`src/rtl/trig_pkg.sv`:
```
`default_nettype none
// ============================================================================
// Module      : trig_pkg
// Description : Shared state, mode and slope encodings for the trigger
//               generator and its threshold comparator.
// Revision    : 1.0 - initial release
// ============================================================================
package trig_pkg;

    typedef enum logic [2:0] {
        ST_IDLE      = 3'd0,
        ST_ARMED     = 3'd1,
        ST_READY     = 3'd2,
        ST_FIRE      = 3'd3,
        ST_HOLDOFF   = 3'd4,
        ST_WAIT_DONE = 3'd5
    } state_t;

    localparam logic [1:0] MODE_AUTO   = 2'b00;
    localparam logic [1:0] MODE_NORMAL = 2'b01;
    localparam logic [1:0] MODE_SINGLE = 2'b10;

    localparam logic SLOPE_RISING  = 1'b0;
    localparam logic SLOPE_FALLING = 1'b1;

endpackage
`default_nettype wire

```
`src/rtl/trigger_generator_if.sv`:
```
`default_nettype none
// ============================================================================
// Module      : trigger_generator_if
// Description : Sample stream, configuration and trigger handshake bundle.
//               master = sample/control source, slave = trigger generator.
// Revision    : 1.0 - initial release
// ============================================================================
interface trigger_generator_if #(
    parameter int SAMPLE_WIDTH  = 12,
    parameter int HOLDOFF_WIDTH = 16
);
    logic                     i_sample_valid;
    logic [SAMPLE_WIDTH-1:0]  i_sample_data;
    logic [SAMPLE_WIDTH-1:0]  i_level;
    logic [SAMPLE_WIDTH-1:0]  i_hyst;
    logic                     i_slope;
    logic [1:0]               i_mode;
    logic                     i_arm;
    logic [HOLDOFF_WIDTH-1:0] i_holdoff;
    logic                     i_capture_done;
    logic                     o_trigger;
    logic                     o_armed;
    logic                     o_auto_fired;

    modport master (
        output i_sample_valid, i_sample_data, i_level, i_hyst, i_slope,
               i_mode, i_arm, i_holdoff, i_capture_done,
        input  o_trigger, o_armed, o_auto_fired
    );

    modport slave (
        input  i_sample_valid, i_sample_data, i_level, i_hyst, i_slope,
               i_mode, i_arm, i_holdoff, i_capture_done,
        output o_trigger, o_armed, o_auto_fired
    );
endinterface
`default_nettype wire

```
`src/rtl/trig_threshold.sv`:
```
`default_nettype none
// ============================================================================
// Module      : trig_threshold
// Description : Combinational saturating hysteresis thresholds and sample
//               compares. arm_hit = excursion beyond the hysteresis band,
//               fire_hit = sample at/past the trigger level.
// Revision    : 1.0 - initial release
// ============================================================================
module trig_threshold
    import trig_pkg::*;
#(
    parameter int SAMPLE_WIDTH = 12
) (
    input  logic [SAMPLE_WIDTH-1:0] sample,
    input  logic [SAMPLE_WIDTH-1:0] level,
    input  logic [SAMPLE_WIDTH-1:0] hyst,
    input  logic                    slope,
    output logic                    arm_hit,
    output logic                    fire_hit
);
    localparam logic [SAMPLE_WIDTH-1:0] MAX_VAL = '1;

    logic [SAMPLE_WIDTH:0]   lo_diff;
    logic [SAMPLE_WIDTH:0]   hi_sum;
    logic [SAMPLE_WIDTH-1:0] lo_thr;
    logic [SAMPLE_WIDTH-1:0] hi_thr;

    // Band edges in one extra bit, clipped to the sample range. When a band
    // edge sits on a rail, a sample on that rail still counts as an excursion
    // provided it is strictly beyond the level (a sample at level never arms).
    always_comb begin
        lo_diff  = {1'b0, level} - {1'b0, hyst};
        hi_sum   = {1'b0, level} + {1'b0, hyst};
        lo_thr   = lo_diff[SAMPLE_WIDTH] ? '0 : lo_diff[SAMPLE_WIDTH-1:0];
        hi_thr   = hi_sum[SAMPLE_WIDTH] ? MAX_VAL : hi_sum[SAMPLE_WIDTH-1:0];
        arm_hit  = 1'b0;
        fire_hit = 1'b0;
        if (slope == SLOPE_RISING) begin
            arm_hit  = (sample < lo_thr) ||
                       ((lo_thr == '0) && (sample == '0) && (sample < level));
            fire_hit = (sample >= level);
        end else begin
            arm_hit  = (sample > hi_thr) ||
                       ((hi_thr == MAX_VAL) && (sample == MAX_VAL) && (sample > level));
            fire_hit = (sample <= level);
        end
    end
endmodule
`default_nettype wire

```
`src/rtl/trigger_generator.sv`:
```
`default_nettype none
// ============================================================================
// Module      : trigger_generator
// Description : Oscilloscope-style edge trigger with hysteresis, auto /
//               normal / single modes, auto timeout and post-trigger holdoff.
// Revision    : 1.0 - initial release
// ============================================================================
module trigger_generator
    import trig_pkg::*;
#(
    parameter int SAMPLE_WIDTH  = 12,
    parameter int HOLDOFF_WIDTH = 16,
    parameter int AUTO_TIMEOUT  = 4096
) (
    input  logic               i_clk,
    input  logic               i_RESET,
    trigger_generator_if.slave bus
);
    localparam int                AUTO_W    = $clog2(AUTO_TIMEOUT + 1);
    localparam logic [AUTO_W-1:0] AUTO_LAST = AUTO_W'(AUTO_TIMEOUT - 1);

    state_t                   state;
    state_t                   state_next;
    logic [SAMPLE_WIDTH-1:0]  level_lat;
    logic [SAMPLE_WIDTH-1:0]  hyst_lat;
    logic                     slope_lat;
    logic [1:0]               mode_lat;
    logic [AUTO_W-1:0]        auto_cnt;
    logic [HOLDOFF_WIDTH-1:0] hold_cnt;
    logic                     auto_fired;

    logic arm_hit;
    logic fire_hit;
    logic mode_auto;
    logic mode_single;
    logic auto_expire;
    logic hold_done;
    logic enter_armed;
    logic genuine_fire;
    logic forced_fire;

    trig_threshold #(
        .SAMPLE_WIDTH (SAMPLE_WIDTH)
    ) u_threshold (
        .sample   (bus.i_sample_data),
        .level    (level_lat),
        .hyst     (hyst_lat),
        .slope    (slope_lat),
        .arm_hit  (arm_hit),
        .fire_hit (fire_hit)
    );

    // Mode decode, auto timeout and holdoff completion qualifiers.
    always_comb begin
        mode_auto   = (mode_lat == MODE_AUTO);
        mode_single = (mode_lat == MODE_SINGLE);
        auto_expire = mode_auto && bus.i_sample_valid && (auto_cnt == AUTO_LAST);
        hold_done   = (hold_cnt >= bus.i_holdoff) ||
                      (bus.i_sample_valid &&
                       ((hold_cnt + HOLDOFF_WIDTH'(1)) >= bus.i_holdoff));
    end

    // State register.
    always_ff @(posedge i_clk) begin
        if (i_RESET) state <= ST_IDLE;
        else         state <= state_next;
    end

    // Next-state logic; a genuine crossing beats a simultaneous auto timeout.
    always_comb begin
        state_next   = state;
        enter_armed  = 1'b0;
        genuine_fire = 1'b0;
        forced_fire  = 1'b0;
        case (state)
            ST_IDLE: begin
                if (bus.i_arm) begin
                    state_next  = ST_ARMED;
                    enter_armed = 1'b1;
                end
            end
            ST_ARMED: begin
                if (auto_expire) begin
                    state_next  = ST_FIRE;
                    forced_fire = 1'b1;
                end else if (bus.i_sample_valid && arm_hit) begin
                    state_next = ST_READY;
                end
            end
            ST_READY: begin
                if (bus.i_sample_valid && fire_hit) begin
                    state_next   = ST_FIRE;
                    genuine_fire = 1'b1;
                end else if (auto_expire) begin
                    state_next  = ST_FIRE;
                    forced_fire = 1'b1;
                end
            end
            ST_FIRE: begin
                state_next = (bus.i_holdoff == '0) ? ST_WAIT_DONE : ST_HOLDOFF;
            end
            ST_HOLDOFF: begin
                if (hold_done) state_next = ST_WAIT_DONE;
            end
            ST_WAIT_DONE: begin
                if (bus.i_capture_done) begin
                    if (mode_single) begin
                        state_next = ST_IDLE;
                    end else begin
                        state_next  = ST_ARMED;
                        enter_armed = 1'b1;
                    end
                end
            end
            default: state_next = ST_IDLE;
        endcase
    end

    // Configuration latch, auto/holdoff counters and auto-fired flag.
    always_ff @(posedge i_clk) begin
        if (i_RESET) begin
            level_lat  <= '0;
            hyst_lat   <= '0;
            slope_lat  <= SLOPE_RISING;
            mode_lat   <= MODE_AUTO;
            auto_cnt   <= '0;
            hold_cnt   <= '0;
            auto_fired <= 1'b0;
        end else begin
            if (enter_armed) begin
                level_lat <= bus.i_level;
                hyst_lat  <= bus.i_hyst;
                slope_lat <= bus.i_slope;
                mode_lat  <= bus.i_mode;
                auto_cnt  <= '0;
            end else if (((state == ST_ARMED) || (state == ST_READY)) &&
                         mode_auto && bus.i_sample_valid) begin
                auto_cnt <= auto_cnt + AUTO_W'(1);
            end

            if (state == ST_FIRE)
                hold_cnt <= '0;
            else if ((state == ST_HOLDOFF) && bus.i_sample_valid)
                hold_cnt <= hold_cnt + HOLDOFF_WIDTH'(1);

            if (forced_fire)       auto_fired <= 1'b1;
            else if (genuine_fire) auto_fired <= 1'b0;
        end
    end

    assign bus.o_trigger    = (state == ST_FIRE);
    assign bus.o_armed      = (state == ST_ARMED) || (state == ST_READY);
    assign bus.o_auto_fired = auto_fired;
endmodule
`default_nettype wire

```
`src/flat_wrapper.sv`:
```
// flat-port wrapper written by rule: the top's interface ports become plain ports
module trigger_generator_flat import trig_pkg::*;
#(
    parameter int SAMPLE_WIDTH  = 12,
    parameter int HOLDOFF_WIDTH = 16,
    parameter int AUTO_TIMEOUT  = 4096
)
  (i_clk, i_RESET, bus_i_sample_valid, bus_i_sample_data, bus_i_level, bus_i_hyst, bus_i_slope, bus_i_mode, bus_i_arm, bus_i_holdoff, bus_i_capture_done, bus_o_trigger, bus_o_armed, bus_o_auto_fired);
  trigger_generator_if #(.SAMPLE_WIDTH(SAMPLE_WIDTH), .HOLDOFF_WIDTH(HOLDOFF_WIDTH)) bus_i ();
  input  logic i_clk;
  input  logic i_RESET;
  input wire logic [$bits(bus_i.i_sample_valid)-1:0] bus_i_sample_valid;
  input wire logic [$bits(bus_i.i_sample_data)-1:0] bus_i_sample_data;
  input wire logic [$bits(bus_i.i_level)-1:0] bus_i_level;
  input wire logic [$bits(bus_i.i_hyst)-1:0] bus_i_hyst;
  input wire logic [$bits(bus_i.i_slope)-1:0] bus_i_slope;
  input wire logic [$bits(bus_i.i_mode)-1:0] bus_i_mode;
  input wire logic [$bits(bus_i.i_arm)-1:0] bus_i_arm;
  input wire logic [$bits(bus_i.i_holdoff)-1:0] bus_i_holdoff;
  input wire logic [$bits(bus_i.i_capture_done)-1:0] bus_i_capture_done;
  output wire logic [$bits(bus_i.o_trigger)-1:0] bus_o_trigger;
  output wire logic [$bits(bus_i.o_armed)-1:0] bus_o_armed;
  output wire logic [$bits(bus_i.o_auto_fired)-1:0] bus_o_auto_fired;
  assign bus_i.i_sample_valid = bus_i_sample_valid;
  assign bus_i.i_sample_data = bus_i_sample_data;
  assign bus_i.i_level = bus_i_level;
  assign bus_i.i_hyst = bus_i_hyst;
  assign bus_i.i_slope = bus_i_slope;
  assign bus_i.i_mode = bus_i_mode;
  assign bus_i.i_arm = bus_i_arm;
  assign bus_i.i_holdoff = bus_i_holdoff;
  assign bus_i.i_capture_done = bus_i_capture_done;
  assign bus_o_trigger = bus_i.o_trigger;
  assign bus_o_armed = bus_i.o_armed;
  assign bus_o_auto_fired = bus_i.o_auto_fired;
  trigger_generator #(.SAMPLE_WIDTH(SAMPLE_WIDTH), .HOLDOFF_WIDTH(HOLDOFF_WIDTH), .AUTO_TIMEOUT(AUTO_TIMEOUT)) u_core (.i_clk(i_clk), .i_RESET(i_RESET), .bus(bus_i));
endmodule
```
`config.mk`:
```
export PLATFORM = sky130hd
export DESIGN_NAME = trigger_generator_flat
export DESIGN_NICKNAME = d
export VERILOG_FILES = /design/src/rtl/trig_pkg.sv /design/src/rtl/trigger_generator_if.sv /design/src/rtl/trig_threshold.sv /design/src/rtl/trigger_generator.sv /design/src/flat_wrapper.sv
export SDC_FILE = /design/constraint.sdc
export NUM_CORES = 1
export LEC_CHECK = 0
export CAP_MARGIN = 20
export CELL_PAD_IN_SITES_DETAIL_PLACEMENT = 0
export CELL_PAD_IN_SITES_GLOBAL_PLACEMENT = 1
export CORE_UTILIZATION = 39
export CTS_CLUSTER_DIAMETER = 120
export DETAILED_ROUTE_END_ITERATION = 10
export PLACE_DENSITY_LB_ADDON = 0.1
export SLEW_MARGIN = 20
export SYNTH_ARGS = -nofsm -noshare
export SYNTH_HDL_FRONTEND = slang
export SYNTH_SLANG_ARGS = --single-unit
```
`constraint.sdc`:
```
create_clock -name i_clk -period 4.5 [get_ports i_clk]
set_clock_uncertainty 0.1 [all_clocks]
set_input_delay 0.675 -clock i_clk [delete_from_list [all_inputs] [get_ports i_clk]]
set_output_delay 0.675 -clock i_clk [all_outputs]
set_load 0.05 [all_outputs]
```
-- Word level (Yosys, flattened, before mapping)
Index checks and enable logic that the tools add are counted.
- output and inout port bits: 3
- input port bits: 60
- bits in registers: 60
- logic and storage cells: 84
- reductions and logical operators: 25
- magnitude comparators: 8
- muxes and demuxes: 25
- equality and inequality tests: 14
- add/sub/neg operators: 4
- operators by type and width (cell ; count):
    16-bit >= comparator ; 2
    12-bit == test, second input constant ; 2
    12-bit greater-than comparator ; 2
    12-bit logical NOT ; 2
    12-bit < comparator ; 2
    12-bit two-way mux ; 2
    3-bit two-way mux ; 7
    3-bit case mux with 6 select lines ; 1
    16-bit by 1-bit adder with 16-bit output, second input constant ; 1
    16-bit logical NOT ; 1
    12-bit by 12-bit adder with 13-bit output ; 1
    13-bit by 1-bit adder with 13-bit output, second input constant ; 1
    13-bit by 12-bit == test with 1-bit output, second input constant ; 1
    1-bit two-way mux ; 13
    12-bit by 12-bit subtractor with 13-bit output ; 1
    12-bit >= comparator ; 1
    12-bit <= comparator ; 1
    1-bit logical AND ; 12
    3-bit by 2-bit == test with 1-bit output, second input constant ; 2
    3-bit == test, second input constant ; 2
    3-bit by 1-bit != test with 1-bit output, second input constant ; 2
    5-bit AND reduction ; 1
    1-bit logical OR ; 4
    2-bit != test, second input constant ; 2
    8 further kinds ; 10

-- Depth between registers and ports, before layout
- depth after elaboration: 11
- mapped depth: 20
- mapped depth without buffers: 18

-- Hierarchy
From an unflattened synthesis, not the netlist that was laid out.
- cells, all modules: 721
- area, all modules: 5846.9 um^2
- by module, submodules not included (module ; times used ; seq. area each (um^2) ; cells each ; area each (um^2)):
    trigger_generator ; 1 ; 1201.2 ; 408 ; 3560.9
    trig_threshold ; 1 ; 0.0 ; 313 ; 2285.9

-- Least setup slack after synthesis
No wires, ideal clock.
- path type: register to register
- from: register u_core.hyst_lat[3]
- to: register u_core.state[1]
- path buffers: 2
- setup slack: 0.534 ns
- period minus slack after synthesis: 3.966 ns
- setup time: 0.121 ns
- arrival time: 3.744 ns
- data required time: 4.279 ns
- stages on the path, launching flop included: 21
- path through: dfxtp_1 > inv_1 > ha_1 > buf_6 > or2_0 > a211oi_1 > nand4bb_1 > a31oi_1 > o21bai_1 > clkbuf_1 > nor2_1 > ha_1 > nor2b_1 > o21a_1 > o21ai_0 > nand2b_1 > a211oi_1 > a31oi_1 > a211o_1 > o211a_2 > mux2_4
- word-level cells in the longest chain between the ends: 10
- elaborated cells on any way between the ends: 18
- those cells by class: add/sub: 2; order compare: 2; eq/ne: 2; mux: 3; reduce/logical: 9
- RTL lines (item ; line ; text):
    start: declaration ; trigger_generator.sv:25 ; logic [SAMPLE_WIDTH-1:0] hyst_lat;
    start signal: assignment ; trigger_generator.sv:132 ; hyst_lat <= bus.i_hyst;
    branches (longest 6 deep; another with 12-bit by 12-bit subtractor with 13-bit output) ; -- ;
    1-bit two-way mux * ; trig_threshold.sv:38 ; if (slope == SLOPE_RISING) begin
    1-bit logical AND * ; trigger_generator.sv:86 ; end else if (bus.i_sample_valid && arm_hit) begin
    3-bit by 1-bit != test with 1-bit output (no line) * ; -- ;
    5-bit AND reduction (no line) * ; -- ;
    end signal: assignment ; trigger_generator.sv:66 ; else state <= state_next;
    end: declaration ; trigger_generator.sv:22 ; state_t state;
Mark *: on every way between the ends.
A chain may end at the register's enable or synchronous reset.

-- Worst setup path after layout
- from: register u_core.hyst_lat[0]
- to: register u_core.state[1]
Same word-level chain as after synthesis.

==> results.json <==
{
  "place_area_um2": 6490,
  "routabilityCongestion": 0.863,
  "power_w": 0.00293,
  "drive_gt1_share_pct": 4.99,
  "drtIter0Drc": 308,
  "cts.sinks": 60,
  "synthTopCellsByCount": "nor2_1 (109), ha_1 (93), a21oi_1 (65)",
  "period_needed_ps": 4260,
  "slowest_delay_ps": 410,
  "end_kind": "flop",
  "antenna_found_initial": 0,
  "syn_to_final_growth_pct": 20.4,
  "layout_setup_ws_ps": 243,
  "ioPinCount": 63,
  "r2r_slack_ps": 240,
  "totalWireLength_mm": 16.1,
  "gr-total-overflow": 0,
  "worstPathRequired_ps": 4620,
  "yosysMostFrequentCell": "nor2_1",
  "ys.flop_type": "dfxtp_1",
  "synth.top_cell.area_share_pct": 21.2,
  "p_comb_share_pct": 52.0,
  "initial_utilization_pct": 40.4,
  "grt_pass1_wl_mm": 26.8,
  "fmax_mhz": 235,
  "maxSlewHeadroom_pct": 46.6,
  "swShare_pct": 41.9,
  "synth_edf_count": 0,
  "status": "finished clean",
  "hold_viol": 0,
  "critical_path_arrival_ps": 4380,
  "syn_inst": 741,
  "synthArstFlopShare_pct": 0,
  "pre_cts_slack_ps": 138,
  "worst_slew_pin_slew_ps": 799,
  "rsz0062_at_grt": "no",
  "drc": 0,
  "die_h_um": 123,
  "vdd.ir_drop.worst_uv": 379,
  "yosys_warnings": 0,
  "clk_root_buffer_cell": "clkbuf_16",
  "clkPwrFrac_pct": 25.8,
  "routedWlPerCell_um": 16.3,
  "num_vias": 5321,
  "power_frac_seq_pct": 22.2,
  "slew_viol_final": 0,
  "tns_ps": 0,
  "cp-start-kind": "flop",
  "slowest_stage": "fa_1",
  "crit_start": "u_core.hyst_lat[0]",
  "diodes": 0,
  "fin_area_um2": 6820,
  "crit_chain": "ha_1 -> fa_1 -> nand2b_1 -> a211oi_2 -> buf_4 -> nand4bb_1 -> a31oi_1 -> o21bai_1 -> buf_4 -> nor2_1 -> ha_1 -> a21o_1 -> a21o_1 -> a21oi_1 -> nor2_1 -> a211oi_1 -> a31oi_1 -> a211o_1 -> o211a_2 -> mux2_4",
  "path_clk_slew_ps": 60,
  "core_area_um2": 14000,
  "grt_max_degree": 30,
  "cts_buffers": 9,
  "setup_viol": 0,
  "final_core_util_pct": 48.6,
  "vias_per_cell": 5.42,
  "fin_crit_sh_pct": 94.6,
  "endpoint": "u_core.state[1]",
  "path_max_fanout": 11,
  "cp.depth": 20,
  "drv_cap": 0,
  "die_area_um2": 15000,
  "cts_tree": "yes",
  "clock_path_buffers": 2,
  "grt_pass1_vias": 5229,
  "drt_first_pass_iters": 5,
  "path_class": "reg -> reg",
  "hp-class": "reg -> reg",
  "h-tree-depth": 3,
  "leakage_nw": 3.01,
  "path_buf_inv": 2,
  "hpwl_mm": 13.0,
  "synth_cell_types": 60,
  "die_x_um": 123,
  "power.density_nw_per_um2": 430,
  "p_sw_w": 0.00123,
  "crit_family": "compound AO/OA/AOI/OAI gates",
  "syn_area_per_cell_um2": 7.65,
  "synth_nets": 896,
  "worst-r2r-cell-count": 20,
  "detail-route-antenna-nets": 0,
  "r2r_end": "u_core.state[1]",
  "internal_power_w": 0.00171,
  "ys_ff_latch": 60,
  "portBuffers": 62,
  "ys_top_cells_by_area": "dfxtp_1 (21%), ha_1 (21%), nor2_1 (7.2%)",
  "clk_latency_ps": 330,
  "timing.rr.start": "u_core.hyst_lat[0]",
  "grt_use_total_pct": 23.0,
  "ys_seq_area_share_pct": 21.2,
  "syn_area_um2": 5670,
  "cts_setup_buffers": 0,
  "nets": 953,
  "synth_top_cell_by_area": "dfxtp_1",
  "row_count": 43
}
-- power by group through the flow --
| stage | logic (W) | clock network, W | registers, W |
|---|---|---|---|
| floorplan | 0.00112 | 0 | 0.000629 |
| global placement | 0.00150 | 0 | 0.000661 |
| detailed placement | 0.00151 | 0 | 0.000662 |
| CTS | 0.00152 | 0.000774 | 0.000652 |
| global route | 0.00172 | 0.000807 | 0.000663 |
| finish | 0.00153 | 0.000756 | 0.000653 |
-- state kept, by name, indices dropped and copies added, names as in the netlist --
| register | flops |
|---|---|
| u_core.slope_lat | 1 |
| u_core.auto_cnt | 13 |
| u_core.bus.o_auto_fired | 1 |
| u_core.mode_lat | 2 |
| u_core.hyst_lat | 12 |
| u_core.hold_cnt | 16 |
| u_core.state | 3 |
| u_core.level_lat | 12 |
-- cell type report --
type / instances / area [um2]
fillers: 1422 / 7220
flip-flops and latches: 60 / 1200
repair buffers: 72 / 696
inverters: 57 / 214
well taps: 180 / 225
multi-input cells: 598 / 4170
clock inverters: 4 / 73.8
clock buffers: 11 / 243
-- worst reg2reg max path, stage by stage, from the launching register on --
cell	delay (ps)
dfxtp_1	340
ha_1	230
fa_1	410
nand2b_1	140
a211oi_2	90
buf_4	160
nand4bb_1	250
a31oi_1	220
o21bai_1	80
buf_4	170
nor2_1	120
ha_1	250
a21o_1	160
a21o_1	170
a21oi_1	220
nor2_1	70
a211oi_1	190
a31oi_1	60
a211o_1	230
o211a_2	180
mux2_4	300
-- cell usage in the layout (no fill, tap or decap), drive strengths merged, types with 19 or more instances in the layout --
master and instances:
a21oi 65, clkdlybuf4s50 62, dfxtp 60, ha 93, inv 57, nand2 52
nand4 21, nor2 109, o21ai 25, xnor2 19, xor2 31
-- what timing repair did --
item / 4_1_cts / 5_1_grt
endpoints found under the setup margin: 0 / 2
resized for setup: 0 / 3
hold endpoints to repair: 0 / 0
hold buffers: 0 / 0
-- worst min path at each step --
stage                   startpoint                  end  cells after the start
6_report       u_core.auto_cnt[12]  u_core.auto_cnt[12]                      2
2_1_floorplan  u_core.auto_cnt[12]  u_core.auto_cnt[12]                      2
3_3_place_gp    u_core.auto_cnt[8]   u_core.auto_cnt[8]                      2
5_1_grt        u_core.auto_cnt[12]  u_core.auto_cnt[12]                      2
4_1_cts        u_core.auto_cnt[12]  u_core.auto_cnt[12]                      2
3_5_place_dp   u_core.auto_cnt[12]  u_core.auto_cnt[12]                      2
-- routing by layer --
layer	global-route usage, %	vias to the layer above	share of wire, %
li1	-	2729	-
met1	32.7	2448	50
met2	34.9	126	43
met3	4.14	18	4.9
met4	7.24	0	1.8
met5	0	-	0
-- per-stage QoR --
stage / hold slack [ps] / instances
final: 379 / 982
after global routing: 414 / 982
after CTS: 379 / 982
after detailed placement: 371 / 967
after global placement: 366 / 967
after floorplan: 351 / 741
-- logic make-up (layout without fill, tap and decap cells) --
| family | after synthesis | count (layout) | share of synthesized area, % |
|---|---|---|---|
| buffers and inverters | 83 | 144 | 5.63 |
| muxes | 8 | 8 | 1.50 |
| xor gates and xnor gates | 50 | 50 | 7.73 |
| DFF | 60 | 60 | 21.2 |
| adders and majority gates | 95 | 95 | 21.2 |
| AOI/OAI and AO/OA | 161 | 161 | 18.4 |
| and+or+nand+nor | 284 | 284 | 24.3 |
(Power assumes the default switching activity.)
